[config.mk]
export PLATFORM = sky130hd
export DESIGN_NAME = bnn_weight_streamer
export DESIGN_NICKNAME = d
export VERILOG_FILES = /design/src/rtl/bnn_weight_streamer.sv
export SDC_FILE = /design/constraint.sdc
export NUM_CORES = 1
export LEC_CHECK = 0
export CORE_MARGIN = 10
export CORE_UTILIZATION = 35
export CTS_BUF_LIST = sky130_fd_sc_hd__clkbuf_4
export DETAILED_ROUTE_END_ITERATION = 16
export RECOVER_POWER = 25
export SYNTH_ARGS = -nofsm -noshare
export SYNTH_HDL_FRONTEND = slang
export SYNTH_SLANG_ARGS = --single-unit
[constraint.sdc]
create_clock -name clk -period 1.9 [get_ports clk]
set_input_delay 0.57 -clock clk [delete_from_list [all_inputs] [get_ports clk]]
set_output_delay 0.57 -clock clk [all_outputs]
set_load 0.01 [all_outputs]
[src/rtl/bnn_weight_streamer.sv]
// Streams NUM_NEURONS weight bytes into the BNN core's weight-load port, low nibble first.
// Optional checksum stage is compiled in with `define BNN_WSTREAM_CHECKSUM_EN.
module bnn_weight_streamer #(
  parameter int NUM_NEURONS = 12,
  parameter int CNT_W       = 5
) (
  input  logic             clk,
  input  logic             rst_n,
  input  logic             ena,
  input  logic             start,
  input  logic             abort,
  input  logic [7:0]       byte_data,
  input  logic             byte_valid,
  output logic             byte_ready,
  output logic [3:0]       wt_nibble,
  output logic             wt_load_en,
  output logic             busy,
  output logic             done,
  output logic             aborted,
  output logic [CNT_W-1:0] neuron_count,
  output logic             csum_err
);

  typedef enum logic [2:0] {
    S_IDLE,
    S_WAIT,
    S_LO,
    S_HI,
`ifdef BNN_WSTREAM_CHECKSUM_EN
    S_CHECK,
`endif
    S_DONE
  } state_t;

  localparam logic [CNT_W-1:0] LAST = CNT_W'(NUM_NEURONS - 1);

  state_t     state;
  logic [7:0] wbuf;

`ifdef BNN_WSTREAM_CHECKSUM_EN
  logic [7:0] sum_q;
  logic       csum_err_q;
  assign csum_err = csum_err_q;
`else
  assign csum_err = 1'b0;
`endif

  always_ff @(posedge clk or negedge rst_n) begin
    if (!rst_n) begin
      state        <= S_IDLE;
      wbuf         <= '0;
      neuron_count <= '0;
      aborted      <= 1'b0;
`ifdef BNN_WSTREAM_CHECKSUM_EN
      sum_q        <= '0;
      csum_err_q   <= 1'b0;
`endif
    end else if (ena) begin
      case (state)
        S_IDLE: if (start) state <= S_WAIT;
        // A byte arriving with abort wins: the core must never be left mid-byte.
        S_WAIT: begin
          if (byte_valid) begin
            wbuf  <= byte_data;
            state <= S_LO;
`ifdef BNN_WSTREAM_CHECKSUM_EN
            sum_q <= sum_q + byte_data;
`endif
          end else if (abort) begin
            aborted <= 1'b1;
            state   <= S_DONE;
          end
        end
        S_LO: state <= S_HI;
        S_HI: begin
          neuron_count <= neuron_count + CNT_W'(1);
          if (neuron_count == LAST)
`ifdef BNN_WSTREAM_CHECKSUM_EN
            state <= S_CHECK;
`else
            state <= S_DONE;
`endif
          else
            state <= S_WAIT;
        end
`ifdef BNN_WSTREAM_CHECKSUM_EN
        S_CHECK: begin
          if (byte_valid) begin
            csum_err_q <= ((sum_q + byte_data) != 8'd0);
            state      <= S_DONE;
          end else if (abort) begin
            aborted <= 1'b1;
            state   <= S_DONE;
          end
        end
`endif
        default: ;
      endcase
    end
  end

  // Handshake and strobe are gated by ena so a frozen cycle never reaches the core.
  always_comb begin
    byte_ready = 1'b0;
    wt_load_en = 1'b0;
    busy       = 1'b0;
    case (state)
      S_WAIT: begin byte_ready = ena; busy = 1'b1; end
      S_LO, S_HI: begin wt_load_en = ena; busy = 1'b1; end
`ifdef BNN_WSTREAM_CHECKSUM_EN
      S_CHECK: begin byte_ready = ena; busy = 1'b1; end
`endif
      default: ;
    endcase
  end

  assign done      = (state == S_DONE);
  assign wt_nibble = !wt_load_en ? 4'h0 : (state == S_LO) ? wbuf[3:0] : wbuf[7:4];

endmodule

==> flow_summary_export.csv <==
group,metric,value,unit
die,die_y,69.02,um
die,core,0.002255,mm^2
clocking,clock_sinks,17,
pwr,power.density,1357,mW/mm^2
cells_and_area,final_core_util,0.5660,
clocking,path_clk_slew,0.09,ns
drt,dr.pass1.iters,4,
setup_path,cp-end-kind,"output pin",
die,rows,17,
logic_synthesis,synth_ff_type,"dfrtp_1",
setup_path,worstPathArrival,1.25,ns
drt,dr.first_iter.drc_count,34,
global_routing,grt_pass1_vias,687,
global_routing,grt-ovfl-total,0,
job,drv_cap,0,
setup_path,path_max_fanout,6,
sta,setup_viol,0,
sta,finalWorstSetupSlack,0.08161,ns
global_routing,antenna_found_initial,0,
global_routing,grt_max_degree,18,
hold_path,hold_path.class,"reg2reg",
logic_synthesis,synth-seq-area-share,0.5060,
logic_synthesis,synth_edf_count,0,
clocking,cts_root_buf,"clkbuf_4",
placed_design,place_ws,-0.9174,ns
sta,fin_crit_sh,0.9570,
logic_synthesis,syn_inst,71,
placed_design,gp_congestion,0.7140,
sta,fin_crit,1.818,ns
sta,maxSlewViolCount,0,
logic_synthesis,synth-seq-cells,17,
cells_and_area,diodes,0,
cells_and_area,final_common_cell,"clkdlybuf4s50_1",
outcome,status,"finished clean",
sta,max_slew_margin,0.4126,
clocking,cts_max_level,1,
pwr,leakage,0.6174,nW
global_routing,grt_first_pass_wirelength,3.408,mm
sta,hold_viol_final,0,
logic_synthesis,synth_area,840.8,um^2
clocking,cts_tree,"yes",
placed_design,post-dp-hpwl,1.479,mm
sta,max_freq,549.9,MHz
cells_and_area,drive_above_1_share,0.3913,
sta,rsz0062_at_grt,"no",
logic_synthesis,yosys_warnings,0,
clocking,clockBufferDepth,2,
drt,via_per_inst,4.678,
placed_design,portBuffers,27,
logic_synthesis,synth_area_per_cell,11.84,um^2
drt,routed_wl,1.957,mm
die,initial_utilization,0.3729,
pwr,ir_worst_vdd,0.7014,mV
pwr,total_power,1.732,mW
drt,wire_per_inst,13.69,um
logic_synthesis,postSynthNetCount,86,
logic_synthesis,async_flop_share,1.000,
drt,vias,669,
die,die_area,0.004763,mm^2
clocking,cts_buffers,3,
cells_and_area,final_cell_mix,"clkdlybuf4s50_1, dfrtp_1, buf_4",
setup_path,worstSetupPathType,"reg2out",
die,io_pins,29,
cells_and_area,fin_nets,131,
setup_path,startpoint_type,"flop",
cells_and_area,area_growth_syn_to_layout,51.79,%
sta,fin_skew,0.002586,ns
setup_path,required,1.33,ns
logic_synthesis,yosysUniqueCellTypes,27,
sta,worst_slew_pin_slew,0.8812,ns
die,die_x,69.02,um
clocking,clock_latency,0.28,ns
global_routing,grtUsageTotal,0.08427,
drt,drc,0,
drt,ant_nets,0,
kinds of logic (layout without fill, tap and decap cells):
family / after synthesis / after routing / share of synthesized area
AND/OR/NAND/NOR: 24 / 24 / 0.1816
flip-flops: 17 / 17 / 0.5060
multiplexers: 13 / 13 / 0.1682
AO/OA/AOI/OAI: 6 / 6 / 0.05059
buffers and inverters: 5 / 49 / 0.03272
XOR/XNOR: 4 / 4 / 0.04167
adder cells (fa/ha/maj): 1 / 1 / 0.01488
other: 1 / 1 / 0.004460
synth_stat cells, types with 2 or more instances:
| library cell | instances | area, um^2 |
|---|---|---|
| dfrtp_1 | 17 | 425.4 |
| nor2_1 | 10 | 37.54 |
| mux2_2 | 9 | 101.4 |
| mux2i_1 | 4 | 40.04 |
| nand2_1 | 3 | 11.26 |
| xnor2_1 | 3 | 26.28 |
| a21o_1 | 2 | 15.01 |
| buf_4 | 2 | 15.01 |
| nand4_1 | 2 | 12.51 |
| o21ai_0 | 2 | 10.01 |
area by class of cell:
class,count,area (um^2)
fill,218,978.4
sequential,17,427.9
multi-input combinational,49,410.4
timing repair buffer,44,369.1
tap,28,35.03
clock buffer,4,30.03
inverter,1,3.754
stage by stage:
| stage | setup TNS, ns | hold slack [ns] | instances | cell area, um^2 |
|---|---|---|---|---|
| 2_1_floorplan | 0 | 0.2744 | 71 | 840.8 |
| 3_3_place_gp | -7.277 | 0.4387 | 131 | 1202 |
| 3_5_place_dp | -7.729 | 0.4440 | 131 | 1202 |
| 4_1_cts | 0 | 0.4717 | 140 | 1260 |
| 5_1_grt | 0 | 0.5111 | 143 | 1276 |
| 6_report | 0 | 0.4615 | 143 | 1276 |
path summary, 6_finish.rpt:
kind	start	endpoint	slack [ns]	depth (start not counted)
max in group asynchronous	rst_n	state[0]	0.39	2
setup / recovery	state[0]	wt_nibble[2]	0.08	4
setup reg to reg	state[2]	wbuf[7]	0.23	6
min in group asynchronous	rst_n	neuron_count[1]	0.91	2
hold / removal	aborted	aborted	0.46	1
hold reg to reg	aborted	aborted	0.46	1
sequential cells by signal (all words and copies together) (netlist names):
name / flops
aborted: 1
neuron_count: 5
state: 3
wbuf: 8
repair_timing:
| action | 4_1_cts | 5_1_grt |
|---|---|---|
| gates resized for setup | 32 | 6 |
| setup endpoints to repair | 16 | 8 |
| setup buffers | 5 | 3 |
| pin swaps | 0 | 5 |
| hold buffers | 0 | 0 |
per-layer routing:
metal  GRT usage  vias to the layer above  wire, um
li1            -                      333         -
met1     0.09748                      322       856
met2      0.1421                       12      1015
met3     0.01427                        2        51
met4     0.04656                        0        34
met5           0                        -         0
report_power, final:
part           leakage (nW)  internal (mW)  total [mW]  switching (mW)
Combinational         0.394          0.519       0.887           0.369
Sequential            0.205          0.531       0.648           0.116
Clock                0.0184         0.0956       0.197           0.101
Total                 0.617           1.15        1.73           0.586
worst max-delay path, stage by stage, from the launching register on:
cell     delay, ns
dfrtp_2       0.44
buf_4         0.17
mux2i_1       0.17
nor2_2        0.06
buf_2         0.14
No activity file was read; power rests on OpenSTA's default activity.
